**config.mk**
```make
export PLATFORM = sky130hd
export DESIGN_NAME = reg_bank_arb
export DESIGN_NICKNAME = d
export VERILOG_FILES = /design/src/rtl/reg_bank_pkg.sv /design/src/rtl/reg_bank_arb_rr_arbiter.sv /design/src/rtl/reg_bank_arb.sv
export SDC_FILE = /design/constraint.sdc
export NUM_CORES = 1
export LEC_CHECK = 0
export CAP_MARGIN = 20
export CORE_MARGIN = 8
export CORE_UTILIZATION = 50
export CTS_BUF_LIST = sky130_fd_sc_hd__clkbuf_4 sky130_fd_sc_hd__clkbuf_8
export DETAILED_ROUTE_END_ITERATION = 8
export HOLD_SLACK_MARGIN = 0.03
export PLACE_DENSITY = 0.8
export RECOVER_POWER = 50
export SYNTH_ARGS = -nofsm -noshare
export SYNTH_HDL_FRONTEND = slang
export SYNTH_SLANG_ARGS = --single-unit
```
**constraint.sdc**
```tcl
create_clock -name clk -period 5.42 [get_ports clk]
set_clock_uncertainty 0.2 [all_clocks]
set_input_delay 1.084 -clock clk [delete_from_list [all_inputs] [get_ports clk]]
set_output_delay 1.084 -clock clk [all_outputs]
set_load 0.02 [all_outputs]
```
**src/rtl/reg_bank_pkg.sv**
```systemverilog
// Shared constants, sizing helper and response record for the arbitrated register bank.
package reg_bank_pkg;

  localparam int DEF_WIDTH = 8;
  localparam int DEF_DEPTH = 16;
  localparam int DEF_CH    = 2;

  // Widest supported data word and channel index. The response record is
  // sized for these so one typedef serves every parameterisation.
  localparam int MAX_WIDTH = 64;
  localparam int MAX_CW    = 3;

  // Ceiling log2. Returns 0 for values of 0 or 1.
  function automatic int clog2(input int value);
    int r;
    r = 0;
    for (int i = 0; i < 31; i++) begin
      if ((1 << i) < value) r = i + 1;
    end
    return r;
  endfunction

  // Registered response fields. Narrower configurations use the low bits.
  typedef struct packed {
    logic [MAX_CW-1:0]    ch;
    logic                 we;
    logic                 err;
    logic [MAX_WIDTH-1:0] data;
  } rsp_t;

endpackage

```
**src/rtl/reg_bank_arb_rr_arbiter.sv**
```systemverilog
// Round-robin arbiter: grants the first requester at or after the pointer,
// then moves the pointer just past the winner whenever a grant is taken.
module rr_arbiter
  import reg_bank_pkg::*;
#(
  parameter int  CH = DEF_CH,
  localparam int CW = (clog2(CH) < 1) ? 1 : clog2(CH)
) (
  input  logic          clk,
  input  logic          rst_n,    // active-high asynchronous reset
  input  logic [CH-1:0] req,
  input  logic          advance,  // a grant was consumed this cycle
  output logic [CH-1:0] gnt,
  output logic [CW-1:0] gnt_idx
);

  logic [CW-1:0] ptr_q;
  logic [CW-1:0] ptr_d;

  // Search CH positions starting at the pointer; nothing is granted in reset.
  always_comb begin
    logic found;
    int   idx;
    gnt     = '0;
    gnt_idx = '0;
    found   = 1'b0;
    idx     = 0;
    if (!rst_n) begin
      for (int k = 0; k < CH; k++) begin
        idx = int'(ptr_q) + k;
        if (idx >= CH) idx = idx - CH;
        if (!found && req[idx]) begin
          found    = 1'b1;
          gnt[idx] = 1'b1;
          gnt_idx  = CW'(idx);
        end
      end
    end
  end

  // Next pointer is one past the winner, wrapping at CH; holds otherwise.
  always_comb begin
    ptr_d = ptr_q;
    if (advance) begin
      if (int'(gnt_idx) >= CH - 1) ptr_d = '0;
      else                         ptr_d = CW'(int'(gnt_idx) + 1);
    end
  end

  // Pointer register.
  always_ff @(posedge clk or posedge rst_n) begin
    if (rst_n) ptr_q <= '0;
    else       ptr_q <= ptr_d;
  end

endmodule

```
**src/rtl/reg_bank_arb.sv**
```systemverilog
// Register bank shared by CH requesters through a round-robin arbiter.
// One request is accepted per cycle and answered exactly one cycle later.
//
// Handshake: channel i transfers on a rising edge where req_valid[i] and
// req_ready[i] are both 1. req_ready is combinational, at most one bit is
// set, and a requester may change its request at any time before it is
// granted. Responses have no back-pressure: rsp_valid is a one-cycle strobe.
module reg_bank_arb
  import reg_bank_pkg::*;
#(
  parameter int  WIDTH = DEF_WIDTH,
  parameter int  DEPTH = DEF_DEPTH,
  parameter int  CH    = DEF_CH,
  localparam int AW    = clog2(DEPTH),
  localparam int CW    = (clog2(CH) < 1) ? 1 : clog2(CH)
) (
  input  logic                clk,
  input  logic                rst_n,      // active-high asynchronous reset
  input  logic [CH-1:0]       req_valid,
  output logic [CH-1:0]       req_ready,
  input  logic [CH-1:0]       req_we,
  input  logic [CH*AW-1:0]    req_addr,
  input  logic [CH*WIDTH-1:0] req_wdata,
  output logic                rsp_valid,
  output logic [CW-1:0]       rsp_ch,
  output logic                rsp_we,
  output logic [WIDTH-1:0]    rsp_data,
  output logic                rsp_err
);

  logic [CH-1:0]    gnt;
  logic [CW-1:0]    gnt_idx;
  logic             xfer;
  logic             sel_we;
  logic [AW-1:0]    sel_addr;
  logic [WIDTH-1:0] sel_wdata;
  logic             in_range;

  logic [WIDTH-1:0] regs_q [DEPTH];
  rsp_t             rsp_q;
  rsp_t             rsp_d;
  logic             rsp_valid_q;
  logic             unused_rsp;

  rr_arbiter #(.CH(CH)) u_arb (
    .clk     (clk),
    .rst_n   (rst_n),
    .req     (req_valid),
    .advance (xfer),
    .gnt     (gnt),
    .gnt_idx (gnt_idx)
  );

  // The arbiter only grants valid channels, so any grant is a transfer.
  assign req_ready = gnt;
  assign xfer      = |gnt;
  assign sel_we    = req_we[gnt_idx];
  assign sel_addr  = req_addr[int'(gnt_idx)*AW +: AW];
  assign sel_wdata = req_wdata[int'(gnt_idx)*WIDTH +: WIDTH];
  assign in_range  = int'(sel_addr) < DEPTH;

  // Build the response for the granted request; fields hold when idle.
  // Reads return the entry as it stood before this edge's write.
  always_comb begin
    rsp_d = rsp_q;
    if (xfer) begin
      rsp_d     = '0;
      rsp_d.ch  = MAX_CW'(gnt_idx);
      rsp_d.we  = sel_we;
      rsp_d.err = !in_range;
      if (in_range) begin
        rsp_d.data = MAX_WIDTH'(sel_we ? sel_wdata : regs_q[sel_addr]);
      end
    end
  end

  // Flop-array storage so every entry clears on reset.
  always_ff @(posedge clk or posedge rst_n) begin
    if (rst_n) begin
      for (int i = 0; i < DEPTH; i++) regs_q[i] <= '0;
    end else if (xfer && sel_we && in_range) begin
      regs_q[sel_addr] <= sel_wdata;
    end
  end

  // Response registers; reset drops any response still in flight.
  always_ff @(posedge clk or posedge rst_n) begin
    if (rst_n) begin
      rsp_q       <= '0;
      rsp_valid_q <= 1'b0;
    end else begin
      rsp_q       <= rsp_d;
      rsp_valid_q <= xfer;
    end
  end

  assign rsp_valid = rsp_valid_q;
  assign rsp_ch    = rsp_q.ch[CW-1:0];
  assign rsp_we    = rsp_q.we;
  assign rsp_err   = rsp_q.err;
  assign rsp_data  = rsp_q.data[WIDTH-1:0];

  // Upper record bits beyond this configuration's widths stay zero.
  assign unused_rsp = ^rsp_q;

endmodule

```
# Yosys cells after proc, flatten, opt, wreduce, memory -nomap -nowiden
# Index checks and enable logic that the tools add are counted.
# Widths: inputs -> output; s select.
[totals] regBits=140 in_bits=30 output_inout_bits=14 elab_cells=79
[op_classes] shifts=2 order_cmp=10 addsub=4 n_bitwise=2 mux=33 n_reduce_logical=7
[ops] op="$bwmux 128" n=1
[ops] op="$mux 32" n=4
[ops] op="$ge 32x1->1 const B" n=2
[ops] op="$lt 32x3->1 const B" n=2
[ops] op="$bmux 8 s4" n=1
[ops] op="$demux 8 s4" n=1
[ops] op="$ge 32x3->1 const B" n=1
[ops] op="$mux 8" n=4
[ops] op="$sub 32x3->32 const B" n=1
[ops] op="$mux 1" n=16
[ops] op="$shiftx 16x5->8" n=1
[ops] op="$mux 2" n=4
[ops] op="$shiftx 8x4->4" n=1
[ops] op="$ge 5x5->1 const B" n=1
[ops] op="$logic_and 1x1->1" n=5
[ops] op="$lt 5x1->1 const B" n=1
[ops] op="$not 4->5" n=1
[ops] op="$sub 1x2->3 const B" n=1
[ops] op="$add 1x1->2 const B" n=1
[ops] op="$demux 1 s1" n=2
[ops] op="$ge 1x2->1 const B" n=1
[ops] op="$lt 1x2->1 const B" n=1
[ops] op="$or 2x2->2" n=1
[ops] op="$reduce_or 2->1" n=1
[ops] op="3 further kinds" n=3

# Longest topological paths before layout
[logic_depth] ltp_word=19 ltp_mapped=10 ltp_nobuf=6

# Modules after synthesis
# A second synthesis with hierarchy kept.
[hier_totals] cells_unflattened=700 hier_area_um2=6530.0
[modules_own_cells] module="reg_bank_arb" n_inst=1 area_per_inst_um2=6444.9 cells_per_inst=691 seq_area_each_um2=3478.3
[modules_own_cells] module="rr_arbiter" n_inst=1 area_per_inst_um2=85.1 cells_per_inst=9 seq_area_each_um2=25.0

# Least setup slack after synthesis
# Ideal clock, no wire load.
[synth_timing] path_type="input port to flip-flop" startpoint="in rst_n" endpoint="reg regs_q[32] in the netlist's numbering" path_slack_ns=-1.240 setup_ns=0.141 required_time_ns=5.079 t_arrival_ns=6.319 stages=7 path_buffers=1 path_cell_list="inv_1 -> o21ai_0 -> a221oi_2 -> nand3_1 -> clkbuf_1 -> nand2_1 -> o21ai_0"
[synth_between] elab_chain_cells=8 elab_cells_between_ends=15
[synth_lines] item="from (decl)" line_no="reg_bank_arb.sv:18" rtl="input logic rst_n,"
[synth_lines] item="$mux 1" line_no="reg_bank_arb_rr_arbiter.sv:28" rtl="if (!rst_n) begin"
[synth_lines] item="$shiftx 8x4->4" line_no="reg_bank_arb.sv:58" rtl="assign sel_addr = req_addr[int'(gnt_idx)*AW +: AW];"
[synth_lines] item="$not 4->5 (implied by the code)" line_no="reg_bank_arb.sv:82" rtl="regs_q[sel_addr] <= sel_wdata;"
[synth_lines] item="$ge 5x5->1 (implied by the code) / $lt 5x1->1 (equally long branches)" line_no="reg_bank_arb.sv:82"
[synth_lines] item="$logic_and 1x1->1 (implied by the code)" line_no="reg_bank_arb.sv:82"
[synth_lines] item="$mux 8 (implied by the code)" line_no="reg_bank_arb.sv:82"
[synth_lines] item="$demux 8 s4" line_no="reg_bank_arb.sv:82"
[synth_lines] item="$bwmux 128" line_no="reg_bank_arb.sv:82"
[synth_lines] item="to (signal, indexed assignment)" line_no="reg_bank_arb.sv:82"
[synth_lines] item="to (decl)" line_no="reg_bank_arb.sv:39" rtl="logic [WIDTH-1:0] regs_q [DEPTH];"
# Parallel ways exist; a longest one is shown, timed or not. The select of a mux whose other input is x is not followed.
# A chain may end at the register's enable or synchronous reset.

# Worst setup path in the final report
[layout_timing] startpoint="in rst_n" endpoint="reg regs_q[110] in the netlist's numbering"
# Same word-level chain as after synthesis.

==> flow_metrics.tcl <==
set metrics [dict create \
    drt_iter0_drc 681 \
    hold_buffers 0 \
    nFillCells 1205 \
    slowest_delay_ps 870 \
    drv_cap 2 \
    yosysWarnings 0 \
    vias_per_cell 6.26 \
    failed_checks "max-capacitance violations, max-slew violations" \
    syn_avg_cell_area_sq_um 8.88 \
    cp.arrival_ps 4730 \
    cp_max_fo 16 \
    ir_drop_uv 189 \
    cts_tree "built" \
    worstPathCellList "dlygate4sd3_1 -> nor2b_1 -> nand2_2 -> buf_4 -> o31ai_1 -> nand3_1 -> o21ai_0" \
    antenna_found_initial 0 \
    place_hpwl_um 12300 \
    die_w_um 133 \
    die_y_um 133 \
    n_antenna_cell 0 \
    num_vias 6176 \
    synth_edf_count 0 \
    cp-start-kind "input pin" \
    yosysTopAreaCellShare_pct 51.1 \
    finalHoldViolCount 0 \
    ant_nets 0 \
    cts_made_buffers 17 \
    grt_setup_unrepaired "false" \
    fin_tns_setup_ps 0 \
    finalCritPeriodShare_pct 84.4 \
    syn_inst 772 \
    cp-end-kind "flop" \
    cts_buffer_depth 2 \
    die_area_sq_mm 0.0177 \
    final_cell_area_sq_mm 0.00783 \
    cts_sinks 140 \
    seq_area_frac_synth_pct 51.1 \
    cts_setup_buffers 0 \
    timing.final.ws_setup_ps 848 \
    core_sq_mm 0.0137 \
    cts_resized 0 \
    io-pin-count 44 \
    grt_pass1_wl_um 31800 \
    p_per_area_mw_per_mm2 379 \
    fmax_mhz 219 \
    dp_slack_ps 825 \
    drv_slew 142 \
    async_reset_ff_share_pct 100 \
    synth_top_cell_by_area "dfrtp_1" \
    insertion_delay_ps 460 \
    drive_gt1_share_pct 9.80 \
    critPathRequiredTime_ps 5580 \
    gp_congestion 0.873 \
    grt_pass1_vias 5898 \
    place_area_sq_mm 0.00742 \
    drtPass1Iterations 5 \
    cts_root_buf "clkbuf_8" \
    grt-ovfl-total 0 \
    synth_ff_type "dfrtp_1" \
    drc 0 \
    grt_max_degree 78 \
    cts.clk_slew.worst_paths_ps 80 \
    netlist_area_sq_mm 0.00686 \
    synth-seq-cells 140 \
    fin_nets 823 \
    hold_slack_ps 278 \
    p_leak_nw 3.36 \
    final_util_pct 57.3 \
    yosysUniqueCellTypes 46 \
    syn2layout_area_growth_pct 14.2 \
    row_count 43 \
    ys_top_cells_by_area "dfrtp_1 51%, o21ai_0 11%, nand2_1 6.1%" \
    relSlewSlack_pct -29.2 \
    path_class "input pin to flop" \
    port_buffers 42 \
    wl_per_cell_um 20.1 \
    grtUsageTotal_pct 22.7 \
    initial_core_util_pct 50.2 \
    status "finished, violations left" \
    slowest_stage "o31ai_1" \
    worst_pin_slew_ps 1940 \
    hold_path.class "flop to flop" \
    setup_viol 0 \
    h-tree-depth 4 \
    syn_nets 802 \
    period_needed_ps 4570 \
    wl_um 19800 \
]
## worst paths after layout
path | depth (start not counted) | startpoint | slack [ps] | to
max in group asynchronous | 3 | rst_n | 2150 | regs_q[26]$_DFFE_PP0P_
min reg2reg | 2 | regs_q[92]$_DFFE_PP0P_ | 280 | regs_q[92]$_DFFE_PP0P_
max | 7 | rst_n | 850 | regs_q[110]$_DFFE_PP0P_
max reg2reg | 6 | u_arb.ptr_q$_DFFE_PP0P_ | 2050 | rsp_data[3]$_DFFE_PP0P_
min | 2 | regs_q[92]$_DFFE_PP0P_ | 280 | regs_q[92]$_DFFE_PP0P_
min in group asynchronous | 3 | rst_n | 1550 | u_arb.ptr_q$_DFFE_PP0P_
## critical path, delay by kind of cell
kind | cells | cell delay (ps)
AO/OA/AOI/OAI | 2 | 1260
AND/OR/NAND/NOR | 3 | 1530
buffers and inverters | 2 | 850
## cells in the final DEF, fill, tap and decap left out, types with 2 or more instances in the layout
| cell | n |
|---|---|
| o21ai_0 | 154 |
| dfrtp_1 | 140 |
| nand2_1 | 112 |
| nand3_1 | 80 |
| a21oi_1 | 41 |
| nor2_1 | 38 |
| clkdlybuf4s50_1 | 38 |
| a211oi_1 | 27 |
| buf_4 | 23 |
| clkbuf_8 | 22 |
| and3_1 | 13 |
| nand2b_1 | 12 |
| a31oi_1 | 11 |
| mux2i_1 | 10 |
| mux2_2 | 10 |
| a21boi_0 | 9 |
| a311oi_1 | 7 |
| o211a_1 | 5 |
| clkinvlp_4 | 5 |
| dlygate4sd3_1 | 4 |
| a22oi_1 | 3 |
| a21o_1 | 3 |
| clkinv_2 | 3 |
| inv_1 | 2 |
| o211ai_1 | 2 |
| o22ai_1 | 2 |
| o21a_1 | 2 |
| a211o_1 | 2 |
| bufinv_16 | 2 |
| clkbuf_2 | 2 |
## registers in the layout (all words and copies together) (netlist names)
name         flops
rsp_data         8
u_arb.ptr_q      1
regs_q         128
rsp_valid        1
rsp_ch           1
rsp_we           1
## Yosys cell counts (2+ instances only)
library cell	count
a211o_1	2
a211oi_1	27
a21boi_0	9
a21o_1	3
a21oi_1	41
a22oi_1	3
a311oi_1	7
a31oi_1	11
and3_1	13
buf_2	10
buf_4	7
clkbuf_1	44
clkbuf_2	4
dfrtp_1	140
inv_1	2
mux2_2	10
mux2i_1	10
nand2_1	112
nand2b_1	12
nand3_1	81
nor2_1	38
o211a_1	5
o211ai_1	2
o21a_1	2
o21ai_0	154
o21ai_2	2
o22ai_1	2
## power breakdown
group	internal, mW	switching, mW
logic	0.257	0.383
clock network	0.467	0.408
registers	1.31	0.144
## kinds of logic after synthesis
logic type | count (synthesis) | synth area share [%]
simple gates | 264 | 17.3
compound gates | 279 | 24.1
flops | 140 | 51.1
buf+inv | 68 | 4.36
mux | 20 | 3.10
other cells | 1 | 0.0547
## area by class of cell
cell class / count / area [sq um] / area share, %
clock buffer: 22 / 303 / 3.87
clock inverter: 10 / 113 / 1.44
inverter: 3 / 12.5 / 0.160
multi-input combinational: 564 / 3070 / 39.2
sequential: 140 / 3500 / 44.7
tap: 180 / 225 / 2.88
timing repair buffer: 67 / 603 / 7.70
## layer usage
metal / track usage [%] / vias to the layer above / routed length, um
li1: - / 2791 / -
met4: 10.9 / 0 / 621
met5: 0 / - / 0
met2: 34.6 / 314 / 9010
met1: 30.0 / 3010 / 8440
met3: 5.20 / 61 / 1730
## metrics by stage
stage | instances | power (mW)
after detailed placement | 954 | 2.10
after CTS | 986 | 2.96
after global routing | 986 | 3.12
after floorplan | 772 | 1.87
after global placement | 954 | 2.06
final | 986 | 2.97
No activity file was read; power rests on OpenSTA's default activity.
